`config.mk`:
```
export PLATFORM = sky130hd
export DESIGN_NAME = awgn_stat_monitor
export DESIGN_NICKNAME = d
export VERILOG_FILES = /design/src/rtl/awgn_pkg.sv /design/src/rtl/awgn_sq_abs.sv /design/src/rtl/awgn_stat_monitor.sv
export SDC_FILE = /design/constraint.sdc
export NUM_CORES = 2
export LEC_CHECK = 0
export BUFFER_PORTS_ARGS = -buffer_cell sky130_fd_sc_hd__buf_4
export CAP_MARGIN = 20
export CORE_MARGIN = 4
export CORE_UTILIZATION = 30
export CTS_CLUSTER_DIAMETER = 40
export DETAILED_ROUTE_END_ITERATION = 8
export PLACE_DENSITY = 0.44
export SLEW_MARGIN = 0
export SYNTH_ARGS = -nofsm -noshare
export SYNTH_HDL_FRONTEND = slang
export SYNTH_SLANG_ARGS = --single-unit
```
`constraint.sdc`:
```
create_clock -name clk -period 22.4 [get_ports clk]
set_clock_uncertainty 0.1 [all_clocks]
set_input_delay 2.24 -clock clk [delete_from_list [all_inputs] [get_ports clk]]
set_output_delay 2.24 -clock clk [all_outputs]
set_load 0.02 [all_outputs]
```
`src/rtl/awgn_pkg.sv`:
```
// Shared constants, FSM encoding and accumulator width helpers for the AWGN
// statistics monitor.
package awgn_pkg;

  localparam int SAMPLE_W   = 16;   // Q5.11 sample width
  localparam int FRAC_W     = 11;   // Q5.11 fraction bits
  localparam int THRESH_DEF = 8192; // 4.0 sigma in Q5.11

  typedef enum logic [1:0] {
    ST_IDLE  = 2'd0,
    ST_ACCUM = 2'd1,
    ST_DRAIN = 2'd2,
    ST_DONE  = 2'd3
  } state_t;

  // Sum of 2^(log2_win+1) signed 16-bit samples.
  function automatic int sum_w(input int log2_win);
    return SAMPLE_W + 1 + log2_win;
  endfunction

  // Sum of 2^(log2_win+1) squares, each below 2^31.
  function automatic int sumsq_w(input int log2_win);
    return 2 * SAMPLE_W + log2_win;
  endfunction

endpackage

```
`src/rtl/awgn_sq_abs.sv`:
```
// Pipeline stage S2 for one sample: square, magnitude and outlier flag,
// all registered.
module awgn_sq_abs
  import awgn_pkg::*;
#(
  parameter int THRESH = THRESH_DEF
) (
  input  logic                       clk,
  input  logic                       reset,
  input  logic signed [SAMPLE_W-1:0] i_x,
  output logic [2*SAMPLE_W-2:0]      o_sq,
  output logic [SAMPLE_W-1:0]        o_abs,
  output logic                       o_outlier
);

  localparam logic [SAMPLE_W-1:0] THR = SAMPLE_W'(THRESH);

  logic [SAMPLE_W-1:0]   w_abs;
  logic [2*SAMPLE_W-2:0] w_abs_ext;

  // Unsigned magnitude: -32768 maps to 32768 without overflow.
  assign w_abs     = i_x[SAMPLE_W-1] ? (~i_x + 1'b1) : i_x;
  assign w_abs_ext = {{(SAMPLE_W-1){1'b0}}, w_abs};

  // NOTE: sequential state uses non-blocking assignments so every register
  // samples pre-edge values and simulation matches the synthesized flops.
  always_ff @(posedge clk or negedge reset) begin
    if (!reset) begin
      o_sq      <= '0;
      o_abs     <= '0;
      o_outlier <= 1'b0;
    end else begin
      o_sq      <= w_abs_ext * w_abs_ext;
      o_abs     <= w_abs;
      o_outlier <= (w_abs > THR);
    end
  end

endmodule

```
`src/rtl/awgn_stat_monitor.sv`:
```
// Windowed mean / mean-square / outlier / peak monitor for the Box-Muller
// AWGN sample pair. Three-stage datapath behind an IDLE/ACCUM/DRAIN/DONE FSM.
module awgn_stat_monitor
  import awgn_pkg::*;
#(
  parameter int LOG2_WIN = 10,
  parameter int THRESH   = THRESH_DEF
) (
  input  logic                       clk,
  input  logic                       reset,
  input  logic                       start,
  input  logic                       sample_valid,
  input  logic signed [SAMPLE_W-1:0] x0,
  input  logic signed [SAMPLE_W-1:0] x1,
  input  logic                       ack,
  output logic                       busy,
  output logic                       done,
  output logic signed [SAMPLE_W-1:0] mean_out,
  output logic [31:0]                msq_out,
  output logic [LOG2_WIN+1:0]        outlier_cnt,
  output logic [SAMPLE_W-1:0]        peak_abs
);

  localparam int SUM_W = sum_w(LOG2_WIN);
  localparam int SQ_W  = sumsq_w(LOG2_WIN);
  localparam int CNT_W = LOG2_WIN + 2;
  localparam int SHIFT = LOG2_WIN + 1;

  state_t                     r_state;
  logic [LOG2_WIN-1:0]        r_pair_cnt;
  logic                       r_full;
  logic                       r_drain;
  logic                       r_s1_vld, r_s1_last, r_s2_vld;
  logic signed [SAMPLE_W-1:0] r_s1_x0, r_s1_x1, r_s2_x0, r_s2_x1;
  logic [2*SAMPLE_W-2:0]      w_sq0, w_sq1;
  logic [SAMPLE_W-1:0]        w_abs0, w_abs1, w_abs_max, w_peak_next;
  logic                       w_out0, w_out1;
  logic                       w_accept, w_start_win;
  logic signed [SUM_W-1:0]    r_sum;
  logic [SQ_W-1:0]            r_sumsq;
  logic [CNT_W-1:0]           r_out_cnt;
  logic [SAMPLE_W-1:0]        r_peak;

  assign w_accept    = (r_state == ST_ACCUM) && sample_valid && !r_full;
  assign w_start_win = (r_state == ST_IDLE) && start;

  always_ff @(posedge clk or negedge reset) begin
    if (!reset) begin
      r_state    <= ST_IDLE;
      r_pair_cnt <= '0;
      r_full     <= 1'b0;
      r_drain    <= 1'b0;
      busy       <= 1'b0;
      done       <= 1'b0;
    end else begin
      case (r_state)
        ST_IDLE: if (start) begin
          r_state    <= ST_ACCUM;
          r_pair_cnt <= '0;
          r_full     <= 1'b0;
          r_drain    <= 1'b0;
          busy       <= 1'b1;
        end
        ST_ACCUM: begin
          if (w_accept) begin
            r_pair_cnt <= r_pair_cnt + 1'b1;
            if (&r_pair_cnt) r_full <= 1'b1;
          end
          // Leave once the final pair sits in S1; DRAIN then covers S2 and S3.
          if (r_s1_last) r_state <= ST_DRAIN;
        end
        ST_DRAIN: begin
          r_drain <= 1'b1;
          if (r_drain) begin
            r_state <= ST_DONE;
            busy    <= 1'b0;
            done    <= 1'b1;
          end
        end
        ST_DONE: if (ack) begin
          r_state <= ST_IDLE;
          done    <= 1'b0;
        end
        default: r_state <= ST_IDLE;
      endcase
    end
  end

  always_ff @(posedge clk or negedge reset) begin
    if (!reset) begin
      r_s1_vld  <= 1'b0;
      r_s1_last <= 1'b0;
      r_s1_x0   <= '0;
      r_s1_x1   <= '0;
      r_s2_vld  <= 1'b0;
      r_s2_x0   <= '0;
      r_s2_x1   <= '0;
    end else begin
      r_s1_vld  <= w_accept;
      r_s1_last <= w_accept && (&r_pair_cnt);
      if (w_accept) begin
        r_s1_x0 <= x0;
        r_s1_x1 <= x1;
      end
      r_s2_vld <= r_s1_vld;
      r_s2_x0  <= r_s1_x0;
      r_s2_x1  <= r_s1_x1;
    end
  end

  awgn_sq_abs #(.THRESH(THRESH)) u_sq_abs0 (
    .clk(clk), .reset(reset), .i_x(r_s1_x0),
    .o_sq(w_sq0), .o_abs(w_abs0), .o_outlier(w_out0)
  );

  awgn_sq_abs #(.THRESH(THRESH)) u_sq_abs1 (
    .clk(clk), .reset(reset), .i_x(r_s1_x1),
    .o_sq(w_sq1), .o_abs(w_abs1), .o_outlier(w_out1)
  );

  assign w_abs_max   = (w_abs0 > w_abs1) ? w_abs0 : w_abs1;
  assign w_peak_next = (w_abs_max > r_peak) ? w_abs_max : r_peak;

  always_ff @(posedge clk or negedge reset) begin
    if (!reset) begin
      r_sum       <= '0;
      r_sumsq     <= '0;
      r_out_cnt   <= '0;
      r_peak      <= '0;
      mean_out    <= '0;
      msq_out     <= '0;
      outlier_cnt <= '0;
      peak_abs    <= '0;
    end else begin
      if (w_start_win) begin
        r_sum     <= '0;
        r_sumsq   <= '0;
        r_out_cnt <= '0;
        r_peak    <= '0;
      end else if (r_s2_vld) begin
        r_sum     <= r_sum
                     + {{(SUM_W-SAMPLE_W){r_s2_x0[SAMPLE_W-1]}}, r_s2_x0}
                     + {{(SUM_W-SAMPLE_W){r_s2_x1[SAMPLE_W-1]}}, r_s2_x1};
        r_sumsq   <= r_sumsq + SQ_W'(w_sq0) + SQ_W'(w_sq1);
        r_out_cnt <= r_out_cnt + CNT_W'(w_out0) + CNT_W'(w_out1);
        r_peak    <= w_peak_next;
      end
      // Slicing the top bits is a floor shift by the sample count.
      if ((r_state == ST_DRAIN) && r_drain) begin
        mean_out    <= r_sum[SHIFT +: SAMPLE_W];
        msq_out     <= {1'b0, r_sumsq[SHIFT +: 2*SAMPLE_W-1]};
        outlier_cnt <= r_out_cnt;
        peak_abs    <= r_peak;
      end
    end
  end

endmodule

```
After elaboration in Yosys (flattened, before gate mapping)

Index checks and enable logic that the tools add are counted.

Flip-flop bits (word level): 351
Input bits: 37
Word-level logic and storage cells: 104

Add/sub/neg operators: 9
Multipliers: 2
$lt $le $gt $ge: 4
Eq/ne operators: 9
Multiplexer cells: 31
Bitwise operators: 2
Reduce and logical (&&, ||, !) cells: 20

Operators with widths:

| kind                                                            | count |
|---|---|
| two-way mux 16 bit                                              | 6 |
| adder 42 x 31 -> 42 bit                                         | 2 |
| two-way mux 42 bit                                              | 2 |
| multiplier 16 x 16 -> 31 bit                                    | 2 |
| adder 27 bit                                                    | 2 |
| two-way mux 27 bit                                              | 2 |
| adder 16 x 1 -> 16 bit, second input constant                   | 2 |
| greater-than comparator 16 x 14 -> 1 bit, second input constant | 2 |
| greater-than comparator 16 bit                                  | 2 |
| NOT 16 bit                                                      | 2 |
| adder 12 x 1 -> 12 bit                                          | 2 |
| two-way mux 12 bit                                              | 2 |
| two-way mux 10 bit                                              | 2 |
| case mux 10 bit (2 select lines)                                | 1 |
| adder 10 x 1 -> 10 bit, second input constant                   | 1 |
| != test 2 bit, second input constant                            | 5 |
| AND reduction 10 bit                                            | 1 |
| nonzero test 2 bit                                              | 5 |
| AND reduction 3 bit                                             | 3 |
| two-way mux 2 bit                                               | 4 |
| case mux 1 bit (2 select lines)                                 | 4 |
| case mux 2 bit (4 select lines)                                 | 1 |
| AND reduction 4 bit                                             | 2 |
| two-way mux 1 bit                                               | 7 |
| 7 further kinds                                                 | 13 |

Longest topological paths before layout

Word-level depth: 6
Depth in mapped cells: 32
Depth with buffers taken out: 30

By module

A second synthesis with hierarchy kept.

Cells, all modules: 3307
Area total of the unflattened synthesis: 32224.7 sq um

By module, submodules not included:

| module                   | times used | cells an instance | area each (sq um) |
|---|---|---|---|
| awgn_stat_monitor        | 1          | 1504              | 15179.6 |
| awgn_sq_abs at u_sq_abs0 | 1          | 903               | 8543.2 |
| awgn_sq_abs at u_sq_abs1 | 1          | 900               | 8501.9 |

Worst setup path after synthesis

Ideal clock, no wire load.

Kind: reg-to-reg
Start: register r_s1_x1[4]
End: register u_sq_abs1.o_sq[29]
Data arrival time: 7.481 ns
Data required time: 22.162 ns
Slack: 14.680 ns
Stages on the path, launching flop included: 31
Clock period less this slack: 7.720 ns
Cells stage by stage: dfrtp_1 or4_1 nor2_2 nand2_1 o31a_1 xor2_1 inv_1 buf_2 nor2_1 inv_1 fa_1 inv_1 fa_1 inv_1 fa_1 inv_1 fa_1 fa_1 inv_1 fa_1 inv_1 ha_1 a21o_1 a21o_1 a21oi_1 o211ai_1 a31oi_1 o21ai_0 a221oi_1 mux2i_1 o2111ai_1

Cells in the longest elaborated chain, start to end: 4

Ends and longest elaborated chain:

| what                         | line                     | source |
|---|---|---|
| start, declared              | awgn_stat_monitor.sv:34  | `logic signed [SAMPLE_W-1:0] r_s1_x0, r_s1_x1, r_s2_x0, r_s2_x1;` |
| start signal, assigned       | awgn_stat_monitor.sv:94  | `r_s1_x1 <= '0;` |
| start signal, assigned       | awgn_stat_monitor.sv:103 | `r_s1_x1 <= x1;` |
| NOT 16 bit                   | awgn_sq_abs.sv:22        | `assign w_abs = i_x[SAMPLE_W-1] ? (~i_x + 1'b1) : i_x;` |
| adder 16 x 1 -> 16 bit       | awgn_sq_abs.sv:22        |  |
| two-way mux 16 bit           | awgn_sq_abs.sv:22        |  |
| net u_sq_abs1.w_abs[9]       | awgn_sq_abs.sv:18        | `logic [SAMPLE_W-1:0] w_abs;` |
| multiplier 16 x 16 -> 31 bit | awgn_sq_abs.sv:33        | `o_sq <= w_abs_ext * w_abs_ext;` |
| end signal, assigned         | awgn_sq_abs.sv:33        |  |
| end, declared                | awgn_sq_abs.sv:11        | `output logic [2*SAMPLE_W-2:0] o_sq,` |

The timed path passes the listed nets, and every way through them passes these cells.
A chain may end at the register's enable or synchronous reset.

Final worst setup path

Ends and elaborated chain as after synthesis.

==> run summary <==
- 10500 — number of filler instances in the final layout
- r_s1_x1[4]$_DFFE_PN0P_ — launching instance or port of the critical path
- 9.07 ns — signal arrival time at the worst endpoint
- 10.7% — Synth Area in Simple Gates
- 2 — number of antenna violations at the first check in global routing
- 22100 — vias after detailed routing
- 27.5% — fraction of the yosys area taken by sequential cells
- u_sq_abs1.o_sq[29]$_DFF_PN0_ — crit path to
- 332 microns — Die Height
- 68500 microns — post-detail-place hpwl
- 143 — largest net degree at the start of global routing
- 118 — Cell Rows
- 13.74 ns — DP Worst Slack
- inv_1 — cell occurring most often along the worst timing path
- 0 ns — Fin Setup TNS
- 0 — count of antenna diodes in the layout
- 4.58 — via/cell ratio
- 17.9 microns — per-cell routed wire length
- 23800 — number of global-route vias before repair
- r_s1_x1[4]$_DFFE_PN0P_ — worst reg2reg startpoint
- 9.78% — Compound-Gate Fraction of Synth Area
- 3211 — count of mapped cells out of synthesis
- clkbuf_16 — root buffer cell
- 11 — top fanout value on the critical path
- 1.09 ns — pin slew with the least headroom to its limit
- 0 — fin. max-slew vios
- 0.57 ns — largest incremental delay on the critical path
- flip-flop to flip-flop — worst min path class
- 0 — DRT antenna net count
- 10.8% — share of cells above drive strength 1
- 345 — number of clock sinks
- false — setup repair after global routing missed its margin
- 104000 sq um — area of the placeable core
- 29 — total number of cells along the worst setup path
- u_sq_abs1.o_sq[29]$_DFF_PN0_ — capture point of the worst reg-to-reg path
- 0 — hold buffer count at cts
- 0 — final count of negative-setup-slack endpoints
- adder cells — family with the most delay on the worst path
- 30.3% — initial core utilization
- 3 — # H-tree levels
- 8.71 ns — Final Critical Period
- 0 — Yosys warnings
- adder cells — combinational family with the most area after synthesis
- 332 microns — Horiz. Die Dim
- 0.06 ns — clock transition time at the flip-flop clock pins of the worst setup and hold paths
- 115 — I/O pin total
- 0.61 ns — clock latency on the worst-skew pair
- or4_1 — highest-delay cell along the critical path
- 0 — remaining global-route overflow
- flip-flop to flip-flop — type of the setup path with the least slack
- 0.830 — routability congestion estimate from global placement
- 75 — total clock buffers created by CTS
- 27.5% — max_slew headroom
- 7 — Critical path buffers and inverters
- dfrtp_1 — Top FF cell, synth
- 16.1% — total track usage
- 1023 — Iteration-0 DRC Markers
- 4091 — final net count
- 0 — final hold violations
- 36.2% — synthesized-area fraction occupied by adder cells
- 345 — post-synthesis sequential element count
- r_s1_vld$_DFF_PN0_ — beginning of the worst hold path
- 13.69 ns — setup slack, reg-to-reg
- 29 — count of cells along the worst register-to-register path
- 0 — post-cts sizing count
- 9.79 sq um — post-synthesis area per instance
- 0 — number of setup buffers added after CTS
- 22.76 ns — required time at the worst-slack endpoint
- 0 — Post-synth EDFFs
- 0.115 GHz — timing-limited maximum frequency
- flip-flop — critical path launch point type
- completed — result of the run
- 31400 sq um — combined area of all synthesized cells
- 38.9% — portion of the clock cycle consumed by the worst path in the final layout
- 100% — proportion of synthesized flip-flops having asynchronous set or reset
- done — TritonCTS clock tree
- 4.59% — xor/xnor share of the synthesized area
- 3 — largest buffer count on any clock path
- flip-flop — Critical Path Sink Type
- 78 — number of distinct standard cells referenced by the synthesized netlist
- 86400 microns — final WL
- 0 — max-cap violation count
- 139000 microns — global-route wire length before repair
- 5 — number of iterations in the first detailed-routing pass
- 3.39% — share of cell area taken by muxes after synthesis
- 0 — remaining routing DRC violations
- 110000 sq um — DIE AREA
- 113 — quantity of I/O buffers inserted on ports
- 16.8% — area growth from synthesis to final layout
- 13.69 ns — least setup slack across all paths after layout
[cells in the mapped netlist, drive strengths merged (22+ instances only)]
master | instances | area, sq um
inv | 566 | 2120
mux2i | 39 | 390
xor2 | 65 | 611
o21a | 22 | 165
dfrtp | 345 | 8630
a21o | 56 | 420
nor3 | 24 | 120
ha | 292 | 3650
fa | 386 | 7730
nor2 | 235 | 885
nand2 | 362 | 1360
nand4 | 24 | 150
nand3 | 47 | 235
mux2 | 60 | 676
a21oi | 131 | 656
a31oi | 31 | 194
xnor2 | 95 | 832
clkbuf | 65 | 244
o21ai | 151 | 771
[metal layers]
| metal | global-route usage, % | wire, microns | part of all wire [%] |
|---|---|---|---|
| met5 | 0 | 13 | 0.015 |
| met4 | 5.27 | 2780 | 3.2 |
| met3 | 2.92 | 3930 | 4.5 |
| met2 | 25.9 | 39600 | 46 |
| met1 | 21.9 | 40100 | 46 |
[stage by stage]
step | instances | hold WS [ns] | utilization [%] | cell area, sq um
6_report | 4818 | 0.248 | 35.4 | 36700
5_1_grt | 4818 | 0.256 | 35.4 | 36700
4_1_cts | 4818 | 0.249 | 35.4 | 36700
3_5_place_dp | 4679 | 0.236 | 32.8 | 34100
3_3_place_gp | 4679 | 0.232 | 32.8 | 34100
2_1_floorplan | 3234 | 0.231 | - | 31500
[sequential cells by signal (all words and copies together), names as in the netlist, 27 cells and up]
name / flops
u_sq_abs1.o_sq: 29
msq_out: 31
u_sq_abs0.o_sq: 29
r_sumsq: 42
r_sum: 27
[worst min-delay path by stage]
stage	endpoint	slack [ns]	depth (start not counted)
2_1_floorplan	r_s2_vld$_DFF_PN0_	0.23	0
3_5_place_dp	r_s2_vld$_DFF_PN0_	0.24	0
4_1_cts	r_s2_vld$_DFF_PN0_	0.25	0
6_report	r_s2_vld$_DFF_PN0_	0.25	0
3_3_place_gp	r_s2_vld$_DFF_PN0_	0.23	0
5_1_grt	r_s2_vld$_DFF_PN0_	0.26	0
[layout by cell type (no fill, tap or decap), drive strengths merged, types with 16 or more instances in the layout]
master  synthesis  routed
xor2           65      65
nand3          47      47
nand4          24      24
buf            16     146
and3           17      17
nor2b          16      16
a31oi          31      31
xnor2          95      95
a211oi         20      20
mux2           60      60
conb            2      25
nor3           24      24
mux2i          39      39
ha            292     292
inv           566     573
a21o           56      56
clkinv          4      25
o21ai         151     151
a21oi         131     131
fa            386     386
o21a           22      22
nor2          235     235
clkbuf         65      97
nand2         362     362
dfrtp         345     345
[cell type report]
class	count	area (sq um)	share of cell area, %
timing repair buffer	146	1120	3.04
multi-input combinational	2238	20400	55.7
inverter	570	2140	5.83
sequential	345	8640	23.5
clock inverter	42	584	1.59
tap	1380	1730	4.70
clock buffer	97	2070	5.64
[cells by family after synthesis]
family | Yosys count
AO/OA/AOI/OAI | 493
XOR/XNOR | 160
adder cells (fa/ha/maj) | 678
buffers and inverters | 651
flip-flops | 345
multiplexers | 99
other | 2
AND/OR/NAND/NOR | 783
Power is not shown: default switching activity piles up to over one toggle a cycle in this logic, so the estimate is an artifact.
